$ cat src/rtl/spi_master_ctrl.sv
// spi_master_ctrl
// ----------------
// SPI master that sends 10-bit frames {cmd[1:0], payload[7:0]} MSB first to
// the SPI slave / single-port-RAM subsystem. For cmd 11 (read data) it waits
// TURNAROUND idle cycles after the last MOSI bit, then shifts in 8 MISO bits
// and returns them to the host. The SPI bit clock is clk itself.
//
// Ports
//   clk        system clock, rising edge
//   rst_n      synchronous active-low reset
//   req_valid  host request valid
//   req_ready  high only while IDLE (registered, low during reset)
//   req_cmd    00 wr addr, 01 wr data, 10 rd addr, 11 rd data
//   req_data   payload (shifted out even for cmd 11)
//   rsp_valid  one-cycle pulse in END of a cmd 11 frame
//   rsp_data   read byte, held until the next rsp_valid
//   busy       high from accept until back in IDLE
//   SS_n       slave select, active low
//   MOSI       serial data to slave, MSB first
//   MISO       serial data from slave, MSB first
//
// Handshake: a request transfers on a rising edge where req_valid && req_ready.
// req_cmd/req_data are captured on that edge and ignored afterwards; there is
// no backpressure on the response side (rsp_valid is a single-cycle pulse).
//
// Frame timeline (A = accept edge cycle):
//   A+1 START (SS_n low, MOSI = cmd[1]), A+2..A+11 SHIFT (10 bits),
//   [read data only: TURNAROUND cycles TURN, 8 cycles RECV], then END, IDLE.
// Every output is a flop whose D input is decoded from the next state, so
// nothing reaches the pins combinationally from MISO or req_*.

module spi_master_ctrl #(
  parameter int TURNAROUND = 2
) (
  input  logic       clk,
  input  logic       rst_n,
  input  logic       req_valid,
  output logic       req_ready,
  input  logic [1:0] req_cmd,
  input  logic [7:0] req_data,
  output logic       rsp_valid,
  output logic [7:0] rsp_data,
  output logic       busy,
  output logic       SS_n,
  output logic       MOSI,
  input  logic       MISO
);

  typedef enum logic [2:0] {
    S_IDLE,
    S_START,
    S_SHIFT,
    S_TURN,
    S_RECV,
    S_END
  } state_e;

  localparam logic [3:0] TURN_LAST = 4'(TURNAROUND - 1);

  state_e      state_q, state_d;
  logic [9:0]  tx_q, tx_d;
  // Only 7 bits are stored: the 8th received bit goes straight into rsp_data.
  logic [6:0]  rx_q, rx_d;
  logic [3:0]  cnt_q, cnt_d;
  logic        rd_q, rd_d;
  logic        ss_n_q, ss_n_d;
  logic        mosi_q, mosi_d;
  logic        req_ready_q, req_ready_d;
  logic        busy_q, busy_d;
  logic        rsp_valid_q, rsp_valid_d;
  logic [7:0]  rsp_data_q, rsp_data_d;

  always_comb begin
    state_d     = state_q;
    tx_d        = tx_q;
    rx_d        = rx_q;
    cnt_d       = cnt_q;
    rd_d        = rd_q;
    rsp_valid_d = 1'b0;
    rsp_data_d  = rsp_data_q;

    case (state_q)
      S_IDLE: begin
        if (req_valid && req_ready_q) begin
          tx_d    = {req_cmd, req_data};
          rd_d    = (req_cmd == 2'b11);
          cnt_d   = 4'd0;
          rx_d    = 7'd0;
          state_d = S_START;
        end
      end
      S_START: begin
        // Slave command-check cycle; tx is held so bit 9 repeats in SHIFT 0.
        cnt_d   = 4'd0;
        state_d = S_SHIFT;
      end
      S_SHIFT: begin
        tx_d = {tx_q[8:0], 1'b0};
        if (cnt_q == 4'd9) begin
          cnt_d   = 4'd0;
          state_d = rd_q ? S_TURN : S_END;
        end else begin
          cnt_d = cnt_q + 4'd1;
        end
      end
      S_TURN: begin
        if (cnt_q == TURN_LAST) begin
          cnt_d   = 4'd0;
          state_d = S_RECV;
        end else begin
          cnt_d = cnt_q + 4'd1;
        end
      end
      S_RECV: begin
        rx_d = {rx_q[5:0], MISO};
        if (cnt_q == 4'd7) begin
          cnt_d       = 4'd0;
          state_d     = S_END;
          rsp_valid_d = 1'b1;
          rsp_data_d  = {rx_q, MISO};
        end else begin
          cnt_d = cnt_q + 4'd1;
        end
      end
      S_END: begin
        state_d = S_IDLE;
      end
      default: begin
        state_d = S_IDLE;
      end
    endcase

    // Pin values are decoded from the state being entered so they are
    // registered alongside it.
    ss_n_d      = (state_d == S_IDLE) || (state_d == S_END);
    mosi_d      = ((state_d == S_START) || (state_d == S_SHIFT)) ? tx_d[9] : 1'b0;
    busy_d      = (state_d != S_IDLE);
    req_ready_d = (state_d == S_IDLE);
  end

  always_ff @(posedge clk) begin
    if (!rst_n) begin
      state_q     <= S_IDLE;
      tx_q        <= 10'd0;
      rx_q        <= 7'd0;
      cnt_q       <= 4'd0;
      rd_q        <= 1'b0;
      ss_n_q      <= 1'b1;
      mosi_q      <= 1'b0;
      req_ready_q <= 1'b0;
      busy_q      <= 1'b0;
      rsp_valid_q <= 1'b0;
      rsp_data_q  <= 8'h00;
    end else begin
      state_q     <= state_d;
      tx_q        <= tx_d;
      rx_q        <= rx_d;
      cnt_q       <= cnt_d;
      rd_q        <= rd_d;
      ss_n_q      <= ss_n_d;
      mosi_q      <= mosi_d;
      req_ready_q <= req_ready_d;
      busy_q      <= busy_d;
      rsp_valid_q <= rsp_valid_d;
      rsp_data_q  <= rsp_data_d;
    end
  end

  assign req_ready = req_ready_q;
  assign rsp_valid = rsp_valid_q;
  assign rsp_data  = rsp_data_q;
  assign busy      = busy_q;
  assign SS_n      = ss_n_q;
  assign MOSI      = mosi_q;

endmodule

$ cat config.mk
export PLATFORM = sky130hd
export DESIGN_NAME = spi_master_ctrl
export DESIGN_NICKNAME = d
export VERILOG_FILES = /design/src/rtl/spi_master_ctrl.sv
export SDC_FILE = /design/constraint.sdc
export NUM_CORES = 1
export LEC_CHECK = 0
export BUFFER_PORTS_ARGS = -buffer_cell sky130_fd_sc_hd__buf_4
export CORE_AREA = 2 2 62 50
export CTS_BUF_LIST = sky130_fd_sc_hd__clkbuf_4
export DETAILED_ROUTE_END_ITERATION = 10
export DIE_AREA = 0 0 64 52
export PLACE_DENSITY = 0.83
export SLEW_MARGIN = 20
export SYNTH_ARGS = -nofsm -noshare
export SYNTH_HDL_FRONTEND = slang
export SYNTH_SLANG_ARGS = --single-unit
$ cat constraint.sdc
create_clock -name clk -period 4.12 [get_ports clk]
set_input_delay 0.412 -clock clk [delete_from_list [all_inputs] [get_ports clk]]
set_output_delay 0.412 -clock clk [all_outputs]
set_load 0.02 [all_outputs]
==> results of run 1 <==
## logic make-up after synthesis
group / Yosys count
mux: 9
flops: 38
simple gates: 66
xor+xnor: 3
buf+inv: 12
fa+ha+maj: 2
compound gates: 36
## critical path, cell delays in order (launching register included)
cell and delay [ps]:
dfxtp_1 450, nor3b_4 450, nand2_2 300, o2111ai_2 240
and2_4 210, a21bo_1 180
## synthesized netlist by cell type, drive strengths merged
master   instances  area, um^2
a211oi           1       7.510
a21bo            1       10.01
a21oi           12       60.06
a221o            1       10.01
a222oi           8       80.08
a22oi            2       15.01
and2             4       27.53
and3             1       6.260
and3b            1       8.760
buf              6       43.79
clkbuf           4       15.01
dfxtp           38       760.7
ha               2       25.02
inv              2       7.510
mux2i            9       90.09
nand2           13       51.30
nand2b           5       31.28
nand3           11       60.06
nand3b           1       7.510
nand4bb          1       11.26
nor2            23       86.33
nor2b            1       6.260
nor3             1       5.000
nor3b            2       31.28
nor4b            1       8.760
o2111ai          1       15.01
o211ai           1       12.51
o21ai            4       20.02
o21ba            1       10.01
o21bai           1       7.510
o31ai            1       7.510
o32ai            2       17.52
or3              1       6.260
xnor2            3       26.28
## layout make-up
class | count | area, um^2
Fill cell | 226 | 918.4
Sequential cell | 38 | 760.7
Tap cell | 38 | 47.55
Timing Repair Buffer | 26 | 195.2
Multi-Input combinational cell | 116 | 762.0
Inverter | 2 | 7.507
Clock buffer | 7 | 52.55
## layer usage
layer / global-route usage / part of all wire / up-vias
li1: - / - / 644
met1: 0.2439 / 0.46 / 631
met2: 0.3715 / 0.47 / 36
met3: 0.07359 / 0.054 / 5
met4: 0.07609 / 0.015 / 0
met5: 0 / 0 / -
## sequential cells by signal (all words and copies together), names as in the netlist, 3 cells and up
signal,cells
rx_q,7
state_q,3
tx_q,10
rsp_data,8
cnt_q,4
## placed cells by master, fill, tap and decap left out, types with 2 or more instances in the layout
cell and n:
buf_4 26, and2_1 3, dfxtp_1 38, o32ai_1 2, nand2_1 12, nor2_1 23, xnor2_1 3, clkbuf_4 7
nand3_1 10, a21oi_1 12, mux2i_1 9, ha_1 2, a222oi_1 8, o21ai_0 4, nand2b_1 5, a22oi_1 2
inv_1 2
## through the flow
step                      utilization  hold slack, ps  setup WS (ps)  cells  area, um^2
after floorplan                     -           438.7           2535    166        1589
after global routing           0.6653           287.6           2066    227        1826
after global placement         0.6461           462.2           2297    220        1773
after detailed placement       0.6461           463.7           2211    220        1773
after CTS                      0.6653           298.6           2189    227        1826
final                          0.6653           302.1           2195    227        1826
## power breakdown
part	internal (W)	leakage [nW]	switching (W)	total [W]
Combinational	0.0000328	0.412	0.0000416	0.0000743
Sequential	0.000379	0.308	0.0000101	0.000389
Clock	0.0000775	0.0322	0.000114	0.000191
## worst max-delay path by stage
stage | slack (ps) | from | end
floorplan | 2530 | cnt_q[1] | SS_n
global placement | 2300 | state_q[0] | SS_n
detailed placement | 2210 | state_q[0] | SS_n
CTS | 2190 | state_q[0] | SS_n
global route | 2070 | state_q[0] | SS_n
finish | 2190 | state_q[0] | SS_n
==> impl_metrics.py, run 1 <==
metrics = {
    "cts": {
        "post-cts-setup-buffers": 0,
        "cts_buffers": 5,
        "cts_tree": "yes",
        "root_buffer": "clkbuf_4",
        "clkTransAtPathRegs_ps": 100,
        "cts_resized": 0,
        "clock_path_buffers": 2,
        "worst_skew_pair.late_latency_ps": 340,
        "cts_hold_buf": 0,
        "clock-sinks": 38,
        "cts_htree_levels": 2,
    },
    "final_layout": {
        "antenna_cells": 0,
        "final_nets": 205,
        "drive_above_1_share": 0.2169,
        "syn2layout_area_growth_pct": 14.88,
    },
    "timing": {
        "fin_crit_ps": 1925,
        "setup_violations": 0,
        "tns_ps": 0,
        "hold_viol_final": 0,
        "period_share": 0.4673,
        "grt_setup_unrepaired": "false",
        "slew_headroom": 0.4229,
        "drv_slew": 0,
        "worst_pin_slew_ps": 864.6,
        "finalClockSkew_ps": 6.269,
        "fmax_mhz": 519.4,
    },
    "setup_path": {
        "rr_endpoint": "SS_n",
        "worstPathMaxFanout": 12,
        "r2r-start": "state_q[0]",
        "ff2ff_path_depth": 5,
        "timing_worst_setup_path_type": "reg2reg",
        "arrival_ps": 2180,
        "end_kind": "flop",
        "worstSetupStartpointType": "flop",
        "r2r_slack_ps": 2190,
        "worstPathRequired_ps": 4370,
    },
    "logic_synthesis": {
        "netlist_instances": 166,
        "syn_area_per_cell_um2": 9.572,
        "synth.cell_area_um2": 1589,
        "syn_nets": 182,
        "seq_area_frac_synth": 0.4787,
        "synthMuxAreaShare": 0.05669,
        "ys_warn_count": 0,
        "synth_compound_area_frac": 0.1717,
        "synth.distinct_cells": 41,
        "ys_ff_latch": 38,
        "synth_xor_area_frac": 0.01654,
        "yosys.area_share.simple": 0.2189,
        "synth_top_family_by_area": "simple AND/OR/NAND/NOR gates",
        "synthAdderAreaFrac": 0.01575,
    },
    "routing": {
        "routedWlPerCell_um": 14.17,
        "drt_first_pass_iters": 4,
        "vias": 1316,
        "routed_via_density": 5.797,
        "ant_nets": 0,
        "routed_wl_um": 3217,
        "drc_errors": 0,
        "drt_iter0_drc": 103,
    },
    "floorplanning": {
        "ios": 27,
        "die-area_um2": 3328,
        "core_area_um2": 2744,
        "fp.dieW_um": 64,
        "row_count": 17,
        "start_util": 0.5791,
        "fp.dieH_um": 52,
    },
    "worst_hold_path": {
        "min_from": "req_data[3]",
        "hold_depth": 3,
        "hp-class": "in2reg",
        "hold_end": "tx_q[3]",
    },
    "job": {
        "cap_viol_max_count": 0,
    },
    "global_route": {
        "grt_pass1_wl_um": 5347,
        "track_usage": 0.2129,
        "first_global_vias": 1216,
        "grt_antenna_before_repair": 0,
        "grt_overflow": 0,
        "grt_max_degree": 31,
    },
    "status": {
        "status": "finished clean",
    },
    "power": {
        "ir_worst_vdd_v": 0.0002655,
        "leakage_nw": 0.7524,
        "total_power_w": 0.0006545,
        "power_density_nw_per_um2": 358.5,
    },
    "placed_design": {
        "dp_hpwl_um": 2287,
        "place_congestion": 0.8270,
        "portBuffers": 26,
    },
}
No activity file was read; power rests on OpenSTA's default activity.
==> run 2: changes to the inputs <==
CORE_AREA = 2 2 64 51   (was 2 2 62 50)
DIE_AREA = 0 0 66 53   (was 0 0 64 52)
PLACE_DENSITY = 0.79   (was 0.83)
clock period = 1.8 ns   (was 4.12 ns; I/O delays follow)
==> run 2 against run 1 <==
  * Setup slack worse by 2100 ps
  * Global-route usage grew 2.5 points
  * Sequential share of layout area shrank 2.7 points
  * Clock skew up 2.0 ps
  * Routed wire length is 20% higher
  * Combinational power increased to 2.9 times the previous value
  * Via count increased by 6.8%
  * Clock-buffer cell count shrank 2
  * Maximum frequency up 12%
  * Cell count increased by 5.3%
  * Critical path type unchanged
==> impl_metrics.py, run 2 (same netlist as run 1, synthesis figures left out) <==
metrics = {
    "status": {
        "status": "finished clean",
    },
    "cts": {
        "clock-sinks": 38,
        "cts_buffers": 5,
        "cts_htree_levels": 2,
        "clock_path_buffers": 2,
        "worst_skew_pair.late_latency_ps": 350,
        "root_buffer": "clkbuf_4",
        "clkTransAtPathRegs_ps": 110,
        "cts_tree": "yes",
    },
    "global_route": {
        "grt_max_degree": 17,
        "grt_pass1_wl_um": 5975,
        "grt_antenna_before_repair": 0,
        "grt_overflow": 0,
        "use_met1": 0.2781,
        "first_global_vias": 1304,
        "met2_usage": 0.3990,
        "gr-max-usage-layer": "met2",
        "track_usage": 0.2384,
        "met3_usage": 0.1021,
    },
    "timing": {
        "slew_headroom": 0.6137,
        "period_share": 0.9580,
        "setup_violations": 0,
        "setup_ws_ps": 75.60,
        "drv_slew": 0,
        "fmax_mhz": 579.9,
        "worst_pin_slew_ps": 578.9,
        "fin_crit_ps": 1724,
        "tns_ps": 0,
        "finalClockSkew_ps": 8.282,
        "hold_viol_final": 0,
    },
    "setup_path": {
        "timing_worst_setup_path_type": "reg2reg",
        "worstPathMaxFanout": 6,
        "r2r_slack_ps": 80,
        "worstSetupStartpointType": "flop",
        "r2r-start": "cnt_q[1]",
        "end_kind": "flop",
        "crit_path_end": "SS_n",
        "arrival_ps": 2030,
        "critical_path.startpoint": "cnt_q[1]",
        "ff2ff_path_depth": 7,
        "worstPathRequired_ps": 2100,
        "rr_endpoint": "SS_n",
    },
    "final_layout": {
        "post-route-util": 0.6870,
        "antenna_cells": 0,
        "drive_above_1_share": 0.2886,
        "largest_reg_flops": 10,
        "fin_cells": 239,
        "final_nets": 216,
        "syn2layout_area_growth_pct": 23.23,
        "regMostFlops": "tx_q",
        "final_cell_mix": "36 x dfxtp_1, 36 x buf_4, 23 x nor2_1",
    },
    "power": {
        "switching_share": 0.2688,
        "total_power_w": 0.001515,
        "ir_worst_vdd_v": 0.0005300,
        "switchingPower_w": 0.0004072,
        "pwr-share-comb": 0.140,
        "pwr-share-clk": 0.273,
        "power_density_nw_per_um2": 773.7,
        "share_seq_of_total_power": 0.587,
        "leakage_nw": 0.8074,
        "power.internal_w": 0.001108,
    },
    "floorplanning": {
        "fp.dieW_um": 66,
        "row_count": 17,
        "ios": 27,
        "fp.dieH_um": 53,
        "start_util": 0.5575,
        "core_area_um2": 2850,
        "die-area_um2": 3498,
    },
    "placed_design": {
        "dp_hpwl_um": 2571,
        "portBuffers": 26,
        "dp.cells": 228,
        "place_congestion": 0.8159,
        "post-place-ws_ps": 12.86,
    },
    "routing": {
        "drt_iter0_drc": 128,
        "drt_first_pass_iters": 7,
        "drc_errors": 0,
        "routed_via_density": 5.883,
        "vias": 1406,
        "routedWlPerCell_um": 16.17,
        "ant_nets": 0,
        "routed_wl_um": 3864,
    },
    "worst_hold_path": {
        "hp-class": "in2reg",
    },
    "job": {
        "cap_viol_max_count": 0,
    },
}
run 2: worst min path at each step:
stage	from	endpoint	slack, ps	cells past startpoint
2_1_floorplan	MISO	rx_q[0]	320	2
3_3_place_gp	req_data[3]	tx_q[3]	410	3
3_5_place_dp	MISO	rsp_data[0]	440	3
4_1_cts	req_data[3]	tx_q[3]	60	3
5_1_grt	req_data[6]	tx_q[6]	70	3
6_report	req_data[3]	tx_q[3]	60	3
run 2: power by group through the flow:
stage | combinational (W) | sequential (W) | clock (W)
after global routing | 0.000229 | 0.000892 | 0.000456
after detailed placement | 0.000188 | 0.000905 | 0
final | 0.000212 | 0.000889 | 0.000414
after floorplan | 0.000115 | 0.000908 | 0
after global placement | 0.000180 | 0.000903 | 0
after CTS | 0.000191 | 0.000886 | 0.000415
run 2: worst max-delay path, stage by stage (launching register included):
cell       delay [ps]
dfxtp_1           350
inv_2              90
ha_4              150
nand4bb_1         150
o32ai_2           350
o2111ai_2         230
and2_4            200
a21bo_1           160
run 2: layout make-up:
cell class	instances	area (um^2)
fill	228	892.1
clock inverter	3	11.26
timing repair buffer	37	290.3
clock buffer	5	37.54
sequential	38	763.2
tap	38	47.55
multi-input combinational	116	800.8
inverter	2	7.507
run 2: per-stage QoR:
step	hold slack (ps)	instance area [um^2]
finish	64.17	1958
CTS	56.01	1906
global placement	413.8	1846
global route	68.71	1958
floorplan	316.0	1589
detailed placement	439.0	1846
run 2: metal layers:
layer  part of all wire  wire, um
met1               0.42      1621
met2               0.49      1893
met3              0.080       308
met4              0.010        40
met5                  0         0
run 2: timing repair:
| item | in CTS | in global routing |
|---|---|---|
| buffers inserted | 0 | 3 |
| gates cloned | 0 | 0 |
| pin swaps | 0 | 3 |
| hold buffers | 0 | 0 |
| hold endpoints to repair | 0 | 0 |
| resized for setup | 2 | 7 |
| endpoints found under the setup margin | 1 | 5 |
==> run 3: changes to the inputs <==
CORE_AREA = 2 2 56 58   (was 2 2 64 51)
DIE_AREA = 0 0 58 60   (was 0 0 66 53)
==> run 3 against run 2 <==
  * Critical path depth rose by 1
  * Die area fell by 0.51%
  * Combinational power fell by 11%
  * Core utilization fell by 2.4 points
  * Cell count fell by 2.9%
  * Setup slack got worse by 62 ps
  * Register-to-register slack got worse by 60 ps
  * Sequential power barely moved
  * Routed wire length fell by 13%
  * First-iteration DRC count fell by 7.0%
  * Maximum frequency fell by 3.5%
  * Sequential share of layout area rose by 0.62 points
==> impl_metrics.py, run 3 (same netlist as run 1, synthesis figures left out) <==
metrics = {
    "cts": {
        "cts_hold_buf": 0,
        "clkTransAtPathRegs_ps": 120,
        "cts_tree": "yes",
        "cts_htree_levels": 2,
        "clock-sinks": 38,
        "cts_buffers": 5,
        "clock_path_buffers": 2,
        "worst_skew_pair.late_latency_ps": 360,
        "root_buffer": "clkbuf_4",
    },
    "power": {
        "power_density_nw_per_um2": 857.2,
        "share_seq_of_total_power": 0.537,
        "switchingPower_w": 0.0004071,
        "leakage_nw": 0.8059,
        "pwr-share-clk": 0.348,
        "switching_share": 0.2468,
        "pwr-share-comb": 0.114,
        "ir_worst_vdd_v": 0.0009309,
        "power.internal_w": 0.001242,
    },
    "setup_path": {
        "worstPathMaxFanout": 5,
        "arrival_ps": 2010,
        "ff2ff_path_depth": 8,
        "end_kind": "flop",
        "timing_worst_setup_path_type": "reg2reg",
        "path_cells": "inv_1, ha_1, nand2b_1, mux2i_2, buf_4, o211ai_2, xnor2_1, nor3b_2",
        "worstSetupStartpointType": "flop",
        "max_stage_delay_ps": 370,
        "r2r-start": "cnt_q[1]",
        "critPathSlowestCell": "dfxtp_1",
        "critical_path.startpoint": "cnt_q[1]",
        "worstPathRequired_ps": 2030,
    },
    "timing": {
        "grt_setup_unrepaired": "true",
        "worst_pin_slew_ps": 536.4,
        "setup_violations": 0,
        "drv_slew": 0,
        "setup_ws_ps": 13.37,
        "slew_headroom": 0.6413,
        "fin_crit_ps": 1787,
        "fmax_mhz": 559.7,
        "tns_ps": 0,
        "hold_viol_final": 0,
        "period_share": 0.9926,
        "finalClockSkew_ps": 13.99,
    },
    "floorplanning": {
        "fp.dieW_um": 58,
        "row_count": 20,
        "fp.dieH_um": 60,
        "die-area_um2": 3480,
        "start_util": 0.5474,
        "ios": 27,
        "core_area_um2": 2903,
    },
    "routing": {
        "ant_nets": 0,
        "wl_met1_um": 1392,
        "drc_errors": 0,
        "routedWlPerCell_um": 14.57,
        "top_layer": "met4",
        "drt_iter0_drc": 119,
        "met3_length_um": 187,
        "wl_met2_um": 1710,
        "routed_via_density": 5.638,
        "drt_first_pass_iters": 5,
        "routed_wl_um": 3380,
        "vias": 1308,
    },
    "final_layout": {
        "n_fill_cell": 244,
        "regMostFlops": "tx_q",
        "syn2layout_area_growth_pct": 21.10,
        "antenna_cells": 0,
        "largest_reg_flops": 10,
        "final_nets": 214,
        "drive_above_1_share": 0.2714,
        "final_cell_mix": "37 x dfxtp_1, 35 x buf_4, 23 x nor2_1",
        "layout_commonest_cell": "dfxtp_1",
    },
    "global_route": {
        "grt_max_degree": 18,
        "grt_pass1_wl_um": 5395,
        "grt_overflow": 0,
        "track_usage": 0.2083,
        "grt_antenna_before_repair": 0,
        "first_global_vias": 1252,
    },
    "placed_design": {
        "dp_hpwl_um": 2418,
        "place_congestion": 0.7684,
        "post-place-ws_ps": 32.22,
        "portBuffers": 26,
    },
    "worst_hold_path": {
        "hp-class": "in2reg",
        "min_from": "req_data[4]",
        "hold_depth": 3,
    },
    "job": {
        "cap_viol_max_count": 0,
    },
    "status": {
        "status": "finished clean",
    },
}
-- run 3: repair_timing --
| item | 4_1_cts | 5_1_grt |
|---|---|---|
| resized for setup | 0 | 3 |
| setup buffers | 0 | 1 |
| setup endpoints to repair | 0 | 4 |
-- run 3: cell type report --
class	instances	area (um^2)	share of cell area
multi-input cells	116	773.2	0.4018
repair buffers	35	262.8	0.1365
clock inverters	3	40.04	0.02081
well taps	33	41.29	0.02146
clock buffers	5	37.54	0.01951
flip-flops and latches	38	762.0	0.3960
inverters	2	7.507	0.003901
-- run 3: worst paths after layout --
check             to  slack [ps]
min          tx_q[4]          50
max reg2reg     MOSI          10
min reg2reg  tx_q[9]         480
max             MOSI          10
-- run 3: worst max-delay path: cells and delay by family, from the launching register on --
family | cells | cell delay (ps)
mux | 1 | 290
buf+inv | 2 | 220
flops | 1 | 370
xor+xnor | 1 | 220
compound gates | 1 | 100
simple gates | 2 | 270
fa+ha+maj | 1 | 200
-- run 3: metrics by stage --
step / instance area [um^2] / instances / total power, W / hold WS, ps / utilization
after floorplan: 1589 / 166 / 0.001023 / 316.0 / -
after global placement: 1827 / 223 / 0.001079 / 416.9 / 0.6293
after detailed placement: 1827 / 223 / 0.001090 / 426.1 / 0.6293
after CTS: 1904 / 231 / 0.001651 / 58.79 / 0.6560
after global routing: 1924 / 232 / 0.001714 / 56.16 / 0.6629
final: 1924 / 232 / 0.001650 / 51.09 / 0.6629
-- run 3: metal layers --
layer	vias to the layer above	GRT usage
met5	-	0
met4	0	0.1130
met3	6	0.06277
met2	36	0.3539
met1	602	0.2345
li1	664	-
-- run 3: power groups by stage --
stage          combinational (W)  sequential (W)  clock (W)
2_1_floorplan           0.000115        0.000908          0
3_3_place_gp            0.000176        0.000903          0
3_5_place_dp            0.000184        0.000905          0
4_1_cts                 0.000185        0.000886   0.000579
5_1_grt                 0.000206        0.000890   0.000617
6_report                0.000189        0.000887   0.000574
